==> src/rtl/wb_arb_pkg.sv <==
// Shared types and default sizes for the register-file write-port arbiter.
package wb_arb_pkg;

    localparam int DEF_DATA_W     = 32;
    localparam int DEF_ADDR_W     = 5;
    localparam int DEF_STARVE_MAX = 4;

    typedef enum logic [1:0] {
        EMPTY = 2'd0,
        WAIT  = 2'd1,
        FORCE = 2'd2
    } arb_state_e;

    typedef enum logic [1:0] {
        GNT_NONE = 2'd0,
        GNT_PIPE = 2'd1,
        GNT_MC   = 2'd2
    } gnt_sel_e;

endpackage

==> src/rtl/wb_hold_buf.sv <==
// One-entry parking register for a multi-cycle result.
// A load that targets r0 is swallowed and leaves the entry empty.
module wb_hold_buf
    import wb_arb_pkg::*;
#(
    parameter int DATA_W = DEF_DATA_W,
    parameter int ADDR_W = DEF_ADDR_W
) (
    input  logic              clk,
    input  logic              rst,
    input  logic              load,
    input  logic              clear,
    input  logic [ADDR_W-1:0] in_dest,
    input  logic [DATA_W-1:0] in_data,
    output logic              valid,
    output logic [ADDR_W-1:0] dest,
    output logic [DATA_W-1:0] data
);

    // Entry register: clear wins, r0 loads are dropped.
    always_ff @(posedge clk) begin
        if (rst) begin
            valid <= 1'b0;
            dest  <= {ADDR_W{1'b0}};
            data  <= {DATA_W{1'b0}};
        end else if (clear) begin
            valid <= 1'b0;
        end else if (load && (in_dest != {ADDR_W{1'b0}})) begin
            valid <= 1'b1;
            dest  <= in_dest;
            data  <= in_data;
        end else begin
            valid <= valid;
        end
    end

endmodule

==> src/rtl/wb_write_arbiter.sv <==
// Register-file write-port arbiter: pipeline writeback first, multi-cycle result parked
// and force-granted after STARVE_MAX losses. Optional macro WB_ARB_STATS_EN adds force_count.
module wb_write_arbiter
    import wb_arb_pkg::*;
#(
    parameter int DATA_W     = DEF_DATA_W,
    parameter int ADDR_W     = DEF_ADDR_W,
    parameter int STARVE_MAX = DEF_STARVE_MAX
) (
    input  logic              clk,
    input  logic              rst,
    input  logic              pipe_we,
    input  logic [ADDR_W-1:0] pipe_dest,
    input  logic [DATA_W-1:0] pipe_data,
    input  logic              mc_valid,
    input  logic [ADDR_W-1:0] mc_dest,
    input  logic [DATA_W-1:0] mc_data,
    output logic              mc_ready,
    output logic              stall_pipe,
    output logic              rf_we,
    output logic [ADDR_W-1:0] rf_waddr,
    output logic [DATA_W-1:0] rf_wdata
`ifdef WB_ARB_STATS_EN
    ,output logic [15:0]      force_count
`endif
);

    localparam int                CNT_W   = $clog2(STARVE_MAX + 1);
    localparam logic [CNT_W-1:0]  CNT_MAX = CNT_W'(STARVE_MAX);
    localparam logic [CNT_W-1:0]  CNT_ONE = CNT_W'(1);
    localparam logic [ADDR_W-1:0] R0      = {ADDR_W{1'b0}};

    arb_state_e        state_r, state_next_s;
    gnt_sel_e          gnt_s;
    logic [CNT_W-1:0]  starve_cnt_r, starve_cnt_next_s;
    logic              pipe_req_s, accept_s, buf_clear_s, buf_valid_s;
    logic [ADDR_W-1:0] buf_dest_s;
    logic [DATA_W-1:0] buf_data_s;

    assign pipe_req_s = pipe_we && (pipe_dest != R0);
    assign accept_s   = mc_valid && !buf_valid_s;
    assign mc_ready   = !buf_valid_s;
    assign stall_pipe = (state_r == FORCE) && pipe_req_s;

    wb_hold_buf #(
        .DATA_W (DATA_W),
        .ADDR_W (ADDR_W)
    ) u_hold_buf (
        .clk     (clk),
        .rst     (rst),
        .load    (accept_s),
        .clear   (buf_clear_s),
        .in_dest (mc_dest),
        .in_data (mc_data),
        .valid   (buf_valid_s),
        .dest    (buf_dest_s),
        .data    (buf_data_s)
    );

    // FSM state and starvation counter.
    always_ff @(posedge clk) begin
        if (rst) begin
            state_r      <= EMPTY;
            starve_cnt_r <= {CNT_W{1'b0}};
        end else begin
            state_r      <= state_next_s;
            starve_cnt_r <= starve_cnt_next_s;
        end
    end

    // Next-state, grant select and buffer drain.
    always_comb begin
        state_next_s      = state_r;
        starve_cnt_next_s = starve_cnt_r;
        gnt_s             = GNT_NONE;
        buf_clear_s       = 1'b0;
        case (state_r)
            EMPTY: begin
                if (pipe_req_s) begin
                    gnt_s = GNT_PIPE;
                end else begin
                    gnt_s = GNT_NONE;
                end
                if (accept_s && (mc_dest != R0)) begin
                    state_next_s = WAIT;
                end else begin
                    state_next_s = EMPTY;
                end
            end
            WAIT: begin
                if (!pipe_req_s) begin
                    gnt_s             = GNT_MC;
                    buf_clear_s       = 1'b1;
                    starve_cnt_next_s = {CNT_W{1'b0}};
                    state_next_s      = EMPTY;
                end else begin
                    gnt_s = GNT_PIPE;
                    if (starve_cnt_r != CNT_MAX) begin
                        starve_cnt_next_s = starve_cnt_r + CNT_ONE;
                    end else begin
                        starve_cnt_next_s = starve_cnt_r;
                    end
                    // This loss is the STARVE_MAX-th one: force next cycle.
                    if (starve_cnt_r >= (CNT_MAX - CNT_ONE)) begin
                        state_next_s = FORCE;
                    end else begin
                        state_next_s = WAIT;
                    end
                end
            end
            FORCE: begin
                gnt_s             = GNT_MC;
                buf_clear_s       = 1'b1;
                starve_cnt_next_s = {CNT_W{1'b0}};
                state_next_s      = EMPTY;
            end
            default: begin
                gnt_s             = GNT_NONE;
                buf_clear_s       = 1'b1;
                starve_cnt_next_s = {CNT_W{1'b0}};
                state_next_s      = EMPTY;
            end
        endcase
    end

    // Registered RF write port; address and data hold when idle.
    always_ff @(posedge clk) begin
        if (rst) begin
            rf_we    <= 1'b0;
            rf_waddr <= {ADDR_W{1'b0}};
            rf_wdata <= {DATA_W{1'b0}};
        end else begin
            case (gnt_s)
                GNT_PIPE: begin
                    rf_we    <= 1'b1;
                    rf_waddr <= pipe_dest;
                    rf_wdata <= pipe_data;
                end
                GNT_MC: begin
                    rf_we    <= 1'b1;
                    rf_waddr <= buf_dest_s;
                    rf_wdata <= buf_data_s;
                end
                default: begin
                    rf_we <= 1'b0;
                end
            endcase
        end
    end

`ifdef WB_ARB_STATS_EN
    // Saturating count of forced-grant cycles.
    always_ff @(posedge clk) begin
        if (rst) begin
            force_count <= 16'h0000;
        end else if ((state_r == FORCE) && (force_count != 16'hFFFF)) begin
            force_count <= force_count + 16'h0001;
        end else begin
            force_count <= force_count;
        end
    end
`endif

endmodule

==> config.mk <==
export PLATFORM = sky130hd
export DESIGN_NAME = wb_write_arbiter
export DESIGN_NICKNAME = d
export VERILOG_FILES = /design/src/rtl/wb_arb_pkg.sv /design/src/rtl/wb_hold_buf.sv /design/src/rtl/wb_write_arbiter.sv
export SDC_FILE = /design/constraint.sdc
export NUM_CORES = 1
export LEC_CHECK = 0
export BUFFER_PORTS_ARGS = -buffer_cell sky130_fd_sc_hd__buf_2
export CELL_PAD_IN_SITES_DETAIL_PLACEMENT = 2
export CELL_PAD_IN_SITES_GLOBAL_PLACEMENT = 2
export CORE_ASPECT_RATIO = 0.75
export CORE_MARGIN = 1
export CORE_UTILIZATION = 32
export CTS_CLUSTER_SIZE = 8
export DETAILED_ROUTE_END_ITERATION = 10
export GPL_TIMING_DRIVEN = 0
export PLACE_DENSITY = 0.89
export SETUP_SLACK_MARGIN = 0.15
export SLEW_MARGIN = 20
export SYNTH_ARGS = -nofsm -noshare
export SYNTH_HDL_FRONTEND = slang
export SYNTH_HIERARCHICAL = 1
export SYNTH_SLANG_ARGS = --single-unit
==> constraint.sdc <==
create_clock -name clk -period 2.95 [get_ports clk]
set_input_delay 0.295 -clock clk [delete_from_list [all_inputs] [get_ports clk]]
set_output_delay 0.295 -clock clk [all_outputs]
set_load 0.1 [all_outputs]
==> results of run 1 <==
==> metal layers <==
| layer | share of wire (%) | up-vias | wire [µm] |
|---|---|---|---|
| li1 | - | 2125 | - |
| met1 | 45 | 2299 | 8010 |
| met2 | 49 | 148 | 8650 |
| met3 | 4.7 | 25 | 841 |
| met4 | 1.3 | 0 | 235 |
| met5 | 0 | - | 0 |
==> layout by cell type (no fill, tap or decap), types with 3 or more instances in the layout <==
master,instances
clkbuf_16,9
buf_4,3
nand2_1,35
a21oi_1,6
nand2b_1,4
buf_6,4
inv_1,6
ha_1,4
buf_2,127
dfxtp_1,81
clkbuf_1,34
mux2i_1,37
or4_1,33
nor3_1,36
nor3b_1,32
nor4bb_1,32
o21a_1,3
a211oi_1,5
mux2_2,37
nor2b_1,3
nor2_1,40
o21ai_0,4
nor4b_1,32
==> path summary, 6_finish.rpt <==
path                       from             endpoint  slack (ns)  cells past startpoint
max                pipe_dest[0]  u_hold_buf/data[26]        0.39                     10
min                  mc_dest[2]   u_hold_buf/dest[2]        0.26                      3
max reg2reg          state_r[0]  u_hold_buf/data[26]        0.65                      7
min reg2reg  u_hold_buf/dest[2]   u_hold_buf/dest[2]        0.49                      2
==> power by group <==
part / internal (mW) / leakage (nW) / switching (mW)
logic: 0.274 / 1.61 / 0.656
clock network: 0.786 / 0.162 / 0.487
registers: 1.20 / 0.668 / 0.0704
==> kinds of logic after synthesis <==
kind of cell,Yosys count,synth area share (%)
muxes,74,17.0
adders and majority gates,4,1.08
AOI/OAI and AO/OA,28,4.60
and+or+nand+nor,256,36.3
DFF,81,35.1
buffers and inverters,59,5.95
==> critical path, cell delays in order <==
cell and delay (ns):
buf_2 0.13, or3_4 0.42, o21ai_2 0.23, a21o_1 0.19, nand2b_1 0.12, clkbuf_1 0.27
buf_2 0.31, clkbuf_2 0.29, nor3_1 0.08, or4_1 0.43
==> sequential cells by signal, indices dropped and copies added (netlist names) <==
| register | cells |
|---|---|
| rf_we | 1 |
| rf_wdata | 32 |
| state_r | 2 |
| u_hold_buf/dest | 5 |
| rf_waddr | 5 |
| u_hold_buf/valid | 1 |
| starve_cnt_r | 3 |
| u_hold_buf/data | 32 |
==> synthesized netlist by cell type, drive strengths merged (2+ instances only) <==
cell type / count / area share (%)
mux2i: 37 / 8.0
a21oi: 6 / 0.65
nor4bb: 32 / 6.9
or2: 2 / 0.27
clkbuf: 35 / 2.8
nand2: 35 / 2.8
or4: 33 / 5.4
nor4: 3 / 0.73
nor2b: 3 / 0.41
a211oi: 5 / 0.81
dfxtp: 81 / 35
and2: 2 / 0.27
a21boi: 2 / 0.32
inv: 6 / 0.49
ha: 4 / 1.1
nor3b: 33 / 5.5
mux2: 37 / 9.0
nor4b: 32 / 6.1
o21ai: 5 / 0.62
o21a: 3 / 0.49
nand2b: 4 / 0.54
nor2: 40 / 3.2
buf: 18 / 2.6
o211ai: 2 / 0.32
nor3: 36 / 3.9
==> per-stage QoR <==
step                instance area (µm²)  power (mW)  worst slack, ns  std cells  TNS (ns)
global placement                   5430        2.17          0.00531        794         0
CTS                                5760        3.49            0.217        810         0
floorplan                          4620        1.95            0.628        502         0
detailed placement                 5430        2.21          -0.0996        794    -0.440
global route                       5760        3.60            0.244        810         0
finish                             5760        3.47            0.387        810         0
==> layout make-up <==
type                            count  area [µm²]
Buffer                             53         255
Clock buffer                       11         253
Clock inverter                      5        77.6
Fill cell                        1546        8130
Inverter                            6        22.5
Multi-Input combinational cell    362        2730
Sequential cell                    81        1620
Tap cell                          175         219
Timing Repair Buffer              117         586
==> flow_summary.ini, run 1 <==
[yosys]
synth-edff-count = 0
avgSynthCellArea_um2 = 9.21
synthArstFlopShare_pct = 0
synth_seq_cells = 81
syn-instance-count = 502
yosysWarnings = 6
synth_cell_types = 37
netlist_area_um2 = 4620
seq_area_frac_synth_pct = 35.1
synth_nets = 584
synth_flop_cell = dfxtp_1

[clock_tree]
clockBufferDepth = 2
cts-htree-levels = 3
cts_tree = built
hold_buffers = 0
cts_inserted_buffers = 9
clk_latency_ns = 0.34
cts.repair.resized = 0
clk_pin_slew_ns = 0.06
cts_setup_buffers = 0
numClockSinks = 81
clockRootBuffer = clkbuf_16

[hold_path]
hp-class = in2reg

[power_and_ir_drop]
vdd_drop_max_mv = 0.324
leakage_nw = 2.44
powerDensity_nw_per_um2 = 602

[sta]
post-route-period-util_pct = 86.9
setup_viol = 0
relSlewSlack_pct = 55.4
period_needed_ns = 2.56
hold_viol_final = 0
fmax_mhz = 390
fin_hold_ws_ns = 0.260
worstMarginPinSlew_ns = 0.669
clock_skew_ns = 0.00447
report.final.slew_viol_count = 0
rsz0062_at_grt = false

[setup_path]
arrival_ns = 2.77
cp.required_ns = 3.16
timing.setup.critical_path_class = in2reg
worstSetupStartpointType = primary input
crit_path_end_kind = register
crit_fanout = 10

[route]
drc = 0
num_vias = 4597
viasPerCell = 5.68
routedWlPerCell_um = 21.9
wirelength_um = 17700
ant_nets = 0
dr.first_iter.drc_count = 141
dr.pass1.iters = 4

[grt]
grt.met3_usage_pct = 4.95
use_met1_pct = 30.3
grt_overflow_total = 0
grt-busiest-layer = met2
grtUsageTotal_pct = 24.4
grt_pass1_vias = 5169
met2_usage_pct = 43.2
antenna_found_initial = 0
grt_pass1_wl_um = 28000
grt_start_max_net_pins = 14

[finish]
syn_to_final_growth_pct = 24.6
diodes = 0
final_nets = 712
fin_util_pct = 41.5
layout-drive-gt1-share_pct = 31.0

[floorplan]
die_y_um = 106
io_pins = 118
die_x_um = 141
design.die.area_um2 = 14900
rows = 37
initial_core_util_pct = 33.3
core_um2 = 13900

[placement]
portBuffers = 117
gp_congestion = 0.770
place_hpwl_um = 13000

[run]
maxCapViolCount = 0

[outcome]
status = finished clean
No activity file was read; power rests on OpenSTA's default activity.
==> run 2: changes to the inputs <==
- ABC_AREA: unset -> 1
- CORE_UTILIZATION: 32 -> 28
==> run 2 against run 1 <==
Effect of this change: via count shrank 22%; critical path depth decreased by 1; final cell count shrank 4.3%; sequential share of layout area up 5.7 points; critical path type is now reg2reg; first-iteration DRC count is 15% lower.
==> flow_summary.ini, run 2 <==
[setup_path]
worstSetupStartpointType = register
crit_chain = inv_2, nor2_4, nand2_1, o21ai_0, ha_1, buf_2, buf_2, nand3_1, o21ai_1
ff2ff_setup_slack_ns = 1.12
reg2regPathDepth = 9
reg2reg_to = rf_wdata[19]
timing.setup.critical_path_class = reg2reg
crit_fanout = 10
worst_path_max_delay_cell = dfxtp_1
cp_common_cell = buf_2
cp_slowest_stage_delay_ns = 0.35
worstReg2RegStart = state_r[0]
crit_path_end_kind = register
arrival_ns = 2.10
cp.required_ns = 3.22

[floorplan]
core_um2 = 12500
initial_core_util_pct = 29.2
die_y_um = 101
io_pins = 118
design.die.area_um2 = 13500
rows = 35
die_x_um = 134

[yosys]
synth_flop_cell = dfxtp_1
yosysWarnings = 6
synth_seq_cells = 81
synth-edff-count = 0
ys_top_cells_by_area = dfxtp_1, mux2i_1, nor2_1
avgSynthCellArea_um2 = 7.66
netlist_area_um2 = 3650
synthArstFlopShare_pct = 0
synth.top_cell.area_share_pct = 44.5
synth_nets = 558
seq_area_frac_synth_pct = 44.5
yosysTopAreaCell = dfxtp_1
synth_cell_types = 23
syn-instance-count = 476
netlist_top_cells_count = nor2_1, nand2_1, dfxtp_1
yosysMostFrequentCell = nor2_1

[hold_path]
whs_path_depth = 3
hp-class = in2reg
worstHoldStart = mc_data[13]
hold_end = u_hold_buf/data[13]

[power_and_ir_drop]
leakage_nw = 2.34
vdd_drop_max_mv = 0.259
power_frac_seq_pct = 37.2
sw_frac_of_total_pct = 34.6
powerDensity_nw_per_um2 = 709
share_comb_of_total_power_pct = 25.2
p_int_mw = 2.22
p_switching_mw = 1.18
pwr-share-clk_pct = 37.6

[placement]
portBuffers = 117
pre_cts_slack_ns = 0.840
place_hpwl_um = 9570
post-place-cells = 759
gp_congestion = 0.742

[clock_tree]
cts.repair.resized = 0
cts_tree = built
cts-htree-levels = 3
numClockSinks = 81
cts_inserted_buffers = 9
clockBufferDepth = 2
clockRootBuffer = clkbuf_16
cts_setup_buffers = 0
hold_buffers = 0
clk_latency_ns = 0.34
clk_pin_slew_ns = 0.06

[finish]
fill_cells = 1484
syn_to_final_growth_pct = 31.2
layout-drive-gt1-share_pct = 27.6
final_nets = 686
seqCellArea_um2 = 1620
fin_util_pct = 38.3
final_cells = 775
top_regs = rf_wdata (32), u_hold_buf/data (32)
final_common_cell = buf_2
multi_input_area_um2 = 1600
layout_common_cells = buf_2, nor2_1, nand2_1
diodes = 0

[sta]
setup_viol = 0
report.final.slew_viol_count = 0
tns_ns = 0
hold_viol_final = 0
relSlewSlack_pct = 61.4
post-route-period-util_pct = 62.2
clock_skew_ns = 0.00444
rsz0062_at_grt = false
setup_slack_ns = 1.12
fmax_mhz = 545
worstMarginPinSlew_ns = 0.579
period_needed_ns = 1.83

[route]
wirelength_um = 13000
drc = 0
dr.pass1.iters = 4
num_vias = 3600
routedWlPerCell_um = 16.7
viasPerCell = 4.65
dr.first_iter.drc_count = 120
ant_nets = 0

[grt]
grt_pass1_vias = 4031
grt_pass1_wl_um = 20600
grt_overflow_total = 0
grt_start_max_net_pins = 14
antenna_found_initial = 1
grtUsageTotal_pct = 20.0

[run]
maxCapViolCount = 0

[outcome]
status = finished clean
==> run 2: kinds of logic after synthesis <==
group                    share of synthesized area (%)
buffers and inverters                             11.9
adder cells (fa/ha/maj)                           1.37
AND/OR/NAND/NOR                                   26.2
flip-flops                                        44.5
AO/OA/AOI/OAI                                     6.18
multiplexers                                      9.88
==> run 2: power groups by stage <==
stage / registers (mW) / clock network [mW] / logic (mW)
6_report: 1.26 / 1.28 / 0.854
3_5_place_dp: 1.29 / 0 / 0.853
2_1_floorplan: 1.61 / 0 / 0.300
3_3_place_gp: 1.28 / 0 / 0.821
5_1_grt: 1.27 / 1.34 / 0.916
4_1_cts: 1.26 / 1.30 / 0.863
==> run 2: area by class of cell <==
type / instances / share of cell area (%)
flip-flops and latches: 81 / 33.9
multi-input cells: 309 / 33.4
repair buffers: 117 / 12.2
clock buffers: 12 / 5.57
inverters: 61 / 4.79
well taps: 166 / 4.34
plain buffers: 25 / 4.26
clock inverters: 4 / 1.54
==> run 2: worst max-delay path: cells and delay by family, from the launching register on <==
family / cells / cell delay, ns
buffers and inverters: 3 / 0.67
AO/OA/AOI/OAI: 2 / 0.19
flip-flops: 1 / 0.35
AND/OR/NAND/NOR: 3 / 0.23
adder cells (fa/ha/maj): 1 / 0.31
==> run 2: worst max-delay path by stage <==
| stage | from | slack, ns | endpoint | cells past startpoint |
|---|---|---|---|---|
| 2_1_floorplan | pipe_dest[2] | 0.97 | stall_pipe | 4 |
| 3_3_place_gp | pipe_dest[4] | 0.93 | rf_waddr[4] | 11 |
| 3_5_place_dp | pipe_dest[4] | 0.84 | rf_wdata[31] | 11 |
| 4_1_cts | state_r[0] | 1.09 | rf_wdata[14] | 9 |
| 5_1_grt | state_r[0] | 0.95 | rf_wdata[16] | 9 |
| 6_report | state_r[0] | 1.12 | rf_wdata[19] | 9 |
==> run 2: metal layers <==
layer | wire length, µm | global-route usage (%)
met3 | 573 | 4.88
met2 | 6420 | 36.3
met4 | 174 | 4.98
met1 | 5770 | 23.5
met5 | 13 | 0
==> run 2: per-stage QoR <==
stage	hold WS (ns)	cell area, µm²	power [mW]
2_1_floorplan	0.364	3650	1.91
3_3_place_gp	0.460	4440	2.10
3_5_place_dp	0.473	4440	2.14
4_1_cts	0.179	4780	3.43
5_1_grt	0.189	4780	3.53
6_report	0.181	4780	3.39
==> run 3: changes to the inputs <==
- clock period: 2.95 -> 1.7 ns (I/O delays scaled with it)
==> run 3 against run 2 <==
Effect of this change: clock power increased by 66%; hold slack worse by 0.14 ns; wire length up 19%; cell area grew 12%; first-iteration DRC count increased by 37%; final cell count up 3.0%; count of clock-buffer cells in the layout down 1; global-route usage increased by 2.8 points; sequential share of layout area shrank 3.5 points; via count grew 5.7%; critical endpoint is now stall_pipe; highest routed layer unchanged.
==> flow_summary.ini, run 3 (same netlist as run 2, synthesis figures left out) <==
[setup_path]
worst_path_max_delay_cell = dfxtp_4
reg2regPathDepth = 8
reg2reg_to = rf_wdata[5]
arrival_ns = 1.40
crit_fanout = 3
crit_end = stall_pipe
cp_slowest_stage_delay_ns = 0.41
crit_chain = inv_6, buf_4, nor3_4, buf_4
worstReg2RegStart = state_r[0]
cp_common_cell = buf_4
cp.required_ns = 1.53
ff2ff_setup_slack_ns = 0.13
crit_path_end_kind = output pin
worstSetupStartpoint = state_r[1]
timing.setup.critical_path_class = reg2out
worstSetupStartpointType = register

[placement]
place_hpwl_um = 9840
portBuffers = 117
pre_cts_slack_ns = -0.348
post-place-cells = 759
place_area_um2 = 4450
gp_congestion = 0.824

[finish]
final_common_cell = buf_2
final_nets = 709
final_cells = 798
diodes = 0
fill_cells = 1422
layout_common_cells = buf_2, dfxtp_1, nor2_1
top_regs = rf_wdata (32), u_hold_buf/data (32)
syn_to_final_growth_pct = 47.0
final_area_um2 = 5360
layout-drive-gt1-share_pct = 35.6

[sta]
period_needed_ns = 1.57
rsz0062_at_grt = true
post-route-period-util_pct = 92.5
setup_viol = 0
report.final.slew_viol_count = 0
relSlewSlack_pct = 58.1
setup_slack_ns = 0.128
worstMarginPinSlew_ns = 0.629
hold_viol_final = 0
fmax_mhz = 636
clock_skew_ns = 0.00494

[clock_tree]
clockBufferDepth = 2
clockRootBuffer = clkbuf_16
cts_tree = built
clk_latency_ns = 0.34
clk_pin_slew_ns = 0.06
hold_buffers = 0
cts-htree-levels = 3
numClockSinks = 81
cts_inserted_buffers = 9

[floorplan]
die_y_um = 101
die_x_um = 134
core_um2 = 12500
rows = 35
initial_core_util_pct = 29.2
io_pins = 118
design.die.area_um2 = 13500

[grt]
grtUsageTotal_pct = 22.8
grt_overflow_total = 0
grt_start_max_net_pins = 14
grt_pass1_wl_um = 22900
grt_pass1_vias = 4243
antenna_found_initial = 2

[power_and_ir_drop]
powerDensity_nw_per_um2 = 1140
leakage_nw = 2.55
vdd_drop_max_mv = 0.537

[route]
drc = 0
dr.pass1.iters = 4
wirelength_um = 15400
ant_nets = 0
dr.first_iter.drc_count = 164
num_vias = 3806
viasPerCell = 4.77
routedWlPerCell_um = 19.3

[outcome]
status = finished clean

[hold_path]
hp-class = in2reg

[run]
maxCapViolCount = 0
[run 3: critical path, delay by kind of cell, from the launching register on]
family | cells | cell delay, ns
buffers and inverters | 3 | 0.51
DFF | 1 | 0.41
and+or+nand+nor | 1 | 0.14
[run 3: metrics by stage]
step | hold WS, ns | power (mW) | util [%] | setup TNS [ns]
finish | 0.0429 | 6.10 | 42.9 | 0
global route | 0.0602 | 6.35 | 42.9 | 0
CTS | 0.0482 | 6.05 | 41.5 | 0
detailed placement | 0.401 | 3.73 | 35.7 | -13.04
global placement | 0.392 | 3.64 | 35.7 | -6.62
floorplan | 0.239 | 3.31 | - | 0
[run 3: layer usage]
metal / GRT usage, % / wire [µm]
met5: 0 / 8
met4: 8.13 / 253
met3: 5.78 / 743
met2: 40.9 / 7750
met1: 26.3 / 6610
[run 3: timing repair]
action                     CTS  global route
cloned                       5             1
setup endpoints to repair   75            72
resized for setup           54            38
pin swaps                    7             8
buffers inserted            13             4
[run 3: worst min-delay path by stage]
stage,startpoint,to,slack (ns),cells after the start
floorplan,rst,state_r[0],0.24,1
global placement,mc_data[15],u_hold_buf/data[15],0.39,3
detailed placement,mc_data[21],u_hold_buf/data[21],0.40,3
CTS,mc_data[25],u_hold_buf/data[25],0.05,3
global route,mc_data[6],u_hold_buf/data[6],0.06,3
finish,mc_data[21],u_hold_buf/data[21],0.04,3
[run 3: area by class of cell]
class                   count  area (µm²)  area share, %
multi-input cells         310        1790           33.5
flip-flops and latches     81        1630           30.4
repair buffers            139         875           16.3
plain buffers              25         284           5.30
inverters                  61         249           4.65
clock buffers              11         243           4.53
well taps                 166         208           3.88
clock inverters             5        78.8           1.47
[run 3: where the power goes]
part           switching (mW)  total (mW)  internal [mW]
clock                   0.806        2.13           1.32
sequential              0.122        2.20           2.08
combinational            1.25        1.77          0.518
